--- src/rtl/loader_pkg.sv ---
// Shared types and constants for the instruction-memory loader.
package loader_pkg;

  localparam int BYTE_W     = 8;
  localparam int WORD_BYTES = 4;

  typedef enum logic [2:0] {
    RUN,
    WAIT_LEN,
    RECV,
    WRITE,
    RELEASE,
    ERR
  } loader_state_t;

endpackage

--- src/rtl/rx_word_packer.sv ---
// Packs a stream of bytes into little-endian 32-bit words, lane 0 first.
module rx_word_packer
  import loader_pkg::*;
(
  input  logic                         clk,
  input  logic                         rst_n,
  input  logic                         clear,
  input  logic                         byte_valid,
  input  logic [BYTE_W-1:0]            byte_in,
  output logic [WORD_BYTES*BYTE_W-1:0] word,
  output logic                         word_done
);

  logic [WORD_BYTES-1:0][BYTE_W-1:0] lanes;
  logic [WORD_BYTES-1:0][BYTE_W-1:0] lanes_ins;
  logic [1:0]                        byte_idx;

  // Current byte is inserted combinationally so the completed word is
  // available in the same cycle as its last byte.
  always_comb begin
    lanes_ins = lanes;
    if (byte_valid) lanes_ins[byte_idx] = byte_in;
  end

  assign word      = lanes_ins;
  assign word_done = byte_valid && (byte_idx == 2'(WORD_BYTES - 1));

  always_ff @(posedge clk) begin
    if (!rst_n || clear) begin
      byte_idx <= '0;
      lanes    <= '0;
    end else if (byte_valid) begin
      lanes    <= lanes_ins;
      byte_idx <= byte_idx + 2'd1;
    end
  end

endmodule

--- src/rtl/imem_loader.sv ---
// Owns the instruction-memory port: forwards the fetch PC in normal operation
// and writes a UART-delivered program from address 0 while holding the core in reset.
module imem_loader
  import loader_pkg::*;
#(
  parameter int ADDR_W  = 5,
  parameter int TIMEOUT = 100000
) (
  input  logic              clk,
  input  logic              rst_n,
  input  logic [7:0]        rx_data,
  input  logic              rx_valid,
  input  logic              start_load,
  input  logic [31:0]       pc_addr,
  output logic [ADDR_W-1:0] imem_addr,
  output logic [31:0]       imem_din,
  output logic              imem_web,
  output logic              imem_csb,
  output logic              core_rst,
  output logic              load_done,
  output logic              load_err
);

  localparam int DEPTH = 1 << ADDR_W;
  localparam int CNT_W = $clog2(TIMEOUT + 1);

  loader_state_t     state;
  logic [ADDR_W-1:0] waddr;
  logic [ADDR_W:0]   words_left;
  logic [CNT_W-1:0]  idle;
  logic [31:0]       wdata;

  logic        last_word;
  logic        pk_accept;
  logic        pk_clear;
  logic [31:0] pk_word;
  logic        pk_done;
  logic        idle_tc;
  logic        len_bad;
  logic        unused_pc;

  assign last_word = (words_left == (ADDR_W + 1)'(1));
  assign idle_tc   = (idle == CNT_W'(TIMEOUT - 1));
  assign len_bad   = (rx_data == 8'd0) || (int'(rx_data) > DEPTH);

  // A byte arriving during a non-final WRITE starts the next word; during the
  // final WRITE it is dropped.
  assign pk_accept = rx_valid && ((state == RECV) || (state == WRITE && !last_word));
  assign pk_clear  = !((state == RECV) || (state == WRITE));

  rx_word_packer u_packer (
    .clk        (clk),
    .rst_n      (rst_n),
    .clear      (pk_clear),
    .byte_valid (pk_accept),
    .byte_in    (rx_data),
    .word       (pk_word),
    .word_done  (pk_done)
  );

  always_ff @(posedge clk) begin
    if (!rst_n) begin
      state      <= RUN;
      waddr      <= '0;
      words_left <= '0;
      idle       <= '0;
      wdata      <= '0;
    end else begin
      case (state)
        RUN: begin
          idle <= '0;
          if (start_load) state <= WAIT_LEN;
        end
        WAIT_LEN: begin
          if (rx_valid) begin
            idle <= '0;
            if (len_bad) begin
              state <= ERR;
            end else begin
              words_left <= (ADDR_W + 1)'(rx_data);
              waddr      <= '0;
              state      <= RECV;
            end
          end else if (idle_tc) begin
            idle  <= '0;
            state <= ERR;
          end else begin
            idle <= idle + CNT_W'(1);
          end
        end
        RECV: begin
          if (rx_valid) begin
            idle <= '0;
            if (pk_done) begin
              wdata <= pk_word;
              state <= WRITE;
            end
          end else if (idle_tc) begin
            idle  <= '0;
            state <= ERR;
          end else begin
            idle <= idle + CNT_W'(1);
          end
        end
        WRITE: begin
          idle       <= '0;
          waddr      <= waddr + ADDR_W'(1);
          words_left <= words_left - (ADDR_W + 1)'(1);
          state      <= last_word ? RELEASE : RECV;
        end
        RELEASE: begin
          idle  <= '0;
          state <= RUN;
        end
        ERR: begin
          idle <= '0;
          if (start_load) state <= WAIT_LEN;
        end
        default: state <= RUN;
      endcase
    end
  end

  assign imem_addr = (state == RUN) ? pc_addr[ADDR_W+1:2] : waddr;
  assign imem_din  = wdata;
  // Synchronous reset still suppresses a write in the cycle it is asserted.
  assign imem_web  = !((state == WRITE) && rst_n);
  assign imem_csb  = 1'b0;
  assign core_rst  = (state != RUN);
  assign load_done = (state == RELEASE);
  assign load_err  = (state == ERR);

  assign unused_pc = ^{pc_addr[31:ADDR_W+2], pc_addr[1:0]};

endmodule

--- config.mk ---
export PLATFORM = sky130hd
export DESIGN_NAME = imem_loader
export DESIGN_NICKNAME = d
export VERILOG_FILES = /design/src/rtl/loader_pkg.sv /design/src/rtl/rx_word_packer.sv /design/src/rtl/imem_loader.sv
export SDC_FILE = /design/constraint.sdc
export NUM_CORES = 1
export LEC_CHECK = 0
export ABC_CLOCK_PERIOD_IN_PS = 8400
export CAP_MARGIN = 40
export CORE_ASPECT_RATIO = 0.75
export CORE_MARGIN = 10
export CORE_UTILIZATION = 38
export DETAILED_ROUTE_END_ITERATION = 16
export SYNTH_ARGS = -nofsm -noshare
export SYNTH_HDL_FRONTEND = slang
export SYNTH_HIERARCHICAL = 1
export SYNTH_SLANG_ARGS = --single-unit
--- constraint.sdc ---
create_clock -name clk -period 8.4 [get_ports clk]
set_clock_uncertainty 0.15 [all_clocks]
set_input_delay 1.68 -clock clk [delete_from_list [all_inputs] [get_ports clk]]
set_output_delay 1.68 -clock clk [all_outputs]
set_load 0.02 [all_outputs]
==> run_results.csv <==
group,metric,value,unit
clock_tree,cts_tree,"done",
synth,synth_top_area_share,42.5,%
clock_tree,clk_latency,0.34,ns
global_route,initial_antenna_violation_count,0,
routing,route.final.wire_length,11200,µm
outcome,outcome,"complete, no violations",
critical_path,worst_setup_path_start_kind,"primary input",
die,starting_density,39.1,%
critical_path,critical_path.reg2reg.startpoint,"state[0]",
timing,hold_viol,0,
global_route,grt_overflow_total,0,
die,die_y,115,µm
final_layout,multi_input_comb_area,2350,µm²
routing,drt_iter0_markers,256,
timing,achievable-frequency,208,MHz
run,max-cap-violations,0,
critical_path,worst-setup-path-type,"in -> out",
synth,ys_seq_area_share,42.5,%
clock_tree,root_buffer,"sky130_fd_sc_hd__clkbuf_16",
synth,post-synth-top-area-cell,"sky130_fd_sc_hd__dfxtp_1",
final_layout,n_diodes,0,
final_layout,area_growth_syn_to_layout,20.0,%
synth,syn_inst,565,
placed_design,post-dp-hpwl,7670,µm
routing,detail_route.wl_per_cell,14.7,µm
placed_design,routabilityCongestion,0.842,
clock_tree,numCtsBuffers,9,
critical_path,worst-endpoint-required,6.57,ns
routing,drc_markers,0,
synth,synth_area_per_cell,8.10,µm²
timing,rsz0062_at_grt,"no",
power_and_ir_drop,vdd_drop_max,115,µV
placed_design,numPortBuffers,57,
synth,mappedNetlistArea,4570,µm²
timing,post-route-min-period,4.81,ns
timing,min_period_over_period,57.3,%
clock_tree,holdBufCountCts,0,
final_layout,final_layout_size_suffix_gt1_share,9.97,%
global_route,largest_net_degree_at_the_start_of_global_routing,68,
synth,synthesis.yosys.warnings,6,
clock_tree,clockBufferDepth,2,
routing,ant_nets,0,
critical_path,critical_path_peak_fanout,16,
timing,timing_worst_slew_pin_value,0.827,ns
timing,finalSetupViolations,0,
routing,vias_per_cell,5.14,
critical_path,critical_path.startpoint,"rst_n",
synth,fraction_of_synthesis_flops_using_an_asynchronous_set_or_reset_pin,0,%
synth,synthesis.nets,617,
hold_path,hold_start,"imem_din[2]",
clock_tree,clkTransAtPathRegs,0.06,ns
synth,synth_flop_cell,"sky130_fd_sc_hd__dfxtp_1",
routing,detailedRoute.firstPassIterationCount,5,
critical_path,number_of_cells_on_the_worst_reg_to_reg_path,11,
final_layout,final.fill_count,1103,
power_and_ir_drop,cellPowerDensity,178,nW/µm²
synth,synthTopCellsByArea,"sky130_fd_sc_hd__dfxtp_1 (42%), sky130_fd_sc_hd__nand2_1 (9.8%), sky130_fd_sc_hd__a21oi_1 (8.8%), sky130_fd_sc_hd__a21bo_2 (5.9%), sky130_fd_sc_hd__nand3_1 (4.7%)",
critical_path,critPathCapture,"imem_web",
timing,timing.slew.headroom,44.5,%
clock_tree,cts_setup_buffers,0,
critical_path,worstReg2RegEnd,"imem_din[12]",
clock_tree,cts_max_level,3,
hold_path,timing.hold.worst.class,"reg -> reg",
critical_path,worst_setup_path_end_kind,"output pin",
die,die_area,16900,µm²
timing,timing.final.max_slew_violations,0,
global_route,wire_length_of_the_first_global_routing_pass,18600,µm
die,core-area,11700,µm²
die,io_pins,86,
critical_path,crit_arrival,2.98,ns
global_route,number_of_global_route_vias_before_repair,3827,
final_layout,layout.nets,650,
final_layout,register_area,1940,µm²
clock_tree,cts_num_sinks,97,
global_route,grt.total_usage,13.2,%
synth,synth-edff-count,0,
clock_tree,count_of_cells_resized_by_post_cts_repair,0,
synth,ys_seq_elements,97,
synth,synth.distinct_cells,47,
die,rows,34,
routing,vias,3929,
power_and_ir_drop,p_leak,2.00,nW
die,die_width,147,µm
final_layout,utilization,46.9,%
timing,finalSetupTns,0,ns
critical_path,setup.reg_to_reg.worst_slack,4.54,ns
[routing by layer]
layer  routed length, µm  global-route usage (%)
met1                5590                    16.9
met2                4900                    21.1
met3                 647                    4.16
met4                 102                    3.93
met5                   0                       0
[registers in the layout, summed over array words and instances, names as in the netlist]
| name | cells |
|---|---|
| u_packer/lanes | 32 |
| u_packer/byte_idx | 2 |
| imem_din | 32 |
| words_left | 6 |
| idle | 17 |
| waddr | 5 |
| state | 3 |
[synth_stat cells, drive strengths merged, types with 5 or more instances]
library cell / instances
a21bo: 32
a21oi: 80
and3: 6
buf: 25
clkbuf: 17
dfxtp: 97
ha: 8
inv: 14
mux2: 5
nand2: 120
nand3: 43
nand4: 6
nor2: 28
nor3: 9
o21ai: 10
or3: 6
xnor2: 13
[through the flow]
step           power [mW]  instances  setup slack, ns  instance area [µm²]  hold WS (ns)
2_1_floorplan       0.521        565             4.45                 4570         0.299
3_5_place_dp        0.551        749             3.57                 5180         0.296
3_3_place_gp        0.550        748             3.54                 5160         0.295
4_1_cts             0.990        764             3.58                 5490         0.305
5_1_grt              1.02        764             3.54                 5490         0.332
6_report            0.978        764             3.59                 5490         0.303
[layout by cell type (no fill, tap or decap), types with 5 or more instances in the layout]
cell type,netlist,layout
sky130_fd_sc_hd__inv_1,14,14
sky130_fd_sc_hd__a21bo_2,27,27
sky130_fd_sc_hd__a21bo_1,5,5
sky130_fd_sc_hd__nand2_1,120,120
sky130_fd_sc_hd__xnor2_1,13,13
sky130_fd_sc_hd__or3_1,5,5
sky130_fd_sc_hd__nor3_1,9,9
sky130_fd_sc_hd__clkdlybuf4s50_1,0,57
sky130_fd_sc_hd__ha_1,8,8
sky130_fd_sc_hd__o21ai_0,9,9
sky130_fd_sc_hd__mux2_2,5,5
sky130_fd_sc_hd__dfxtp_1,97,97
sky130_fd_sc_hd__and3_1,6,6
sky130_fd_sc_hd__nand4_1,6,6
sky130_fd_sc_hd__a21oi_1,80,80
sky130_fd_sc_hd__buf_4,10,6
sky130_fd_sc_hd__nand3_1,43,43
sky130_fd_sc_hd__clkbuf_16,0,9
sky130_fd_sc_hd__nor2_1,28,28
[worst max-delay path: stages]
cell and delay (ns):
sky130_fd_sc_hd__clkdlybuf4s50_1 0.46, sky130_fd_sc_hd__buf_4 0.21, sky130_fd_sc_hd__nand2_1 0.08, sky130_fd_sc_hd__clkdlybuf4s50_1 0.55
[worst min-delay path by stage]
stage / end / cells after the start / slack [ns]
finish: imem_din[2] / 2 / 0.30
global route: imem_din[1] / 2 / 0.33
CTS: imem_din[2] / 2 / 0.30
detailed placement: imem_din[2] / 2 / 0.30
global placement: imem_din[11] / 2 / 0.29
floorplan: idle[1] / 2 / 0.30
[layout make-up]
type                       count  area share (%)
timing repair buffer          64            11.5
inverter                      14           0.957
sequential                    97            35.4
multi-input combinational    412            42.8
tap                          162            3.69
clock buffer                   9            4.10
clock inverter                 6            1.64
[cell families after synthesis]
kind of cell	synth area share, %
and+or+nand+nor	24.3
AOI/OAI and AO/OA	20.1
DFF	42.5
buffers and inverters	6.37
xor gates and xnor gates	2.87
adders and majority gates	2.19
muxes	1.67
other	0.0820
[where the power goes]
group | total [mW] | internal, mW | switching [mW]
combinational | 0.0743 | 0.0318 | 0.0425
sequential | 0.467 | 0.462 | 0.00429
clock | 0.437 | 0.261 | 0.176
total | 0.978 | 0.755 | 0.223
Note: power is estimated with default switching activity, not from simulation.
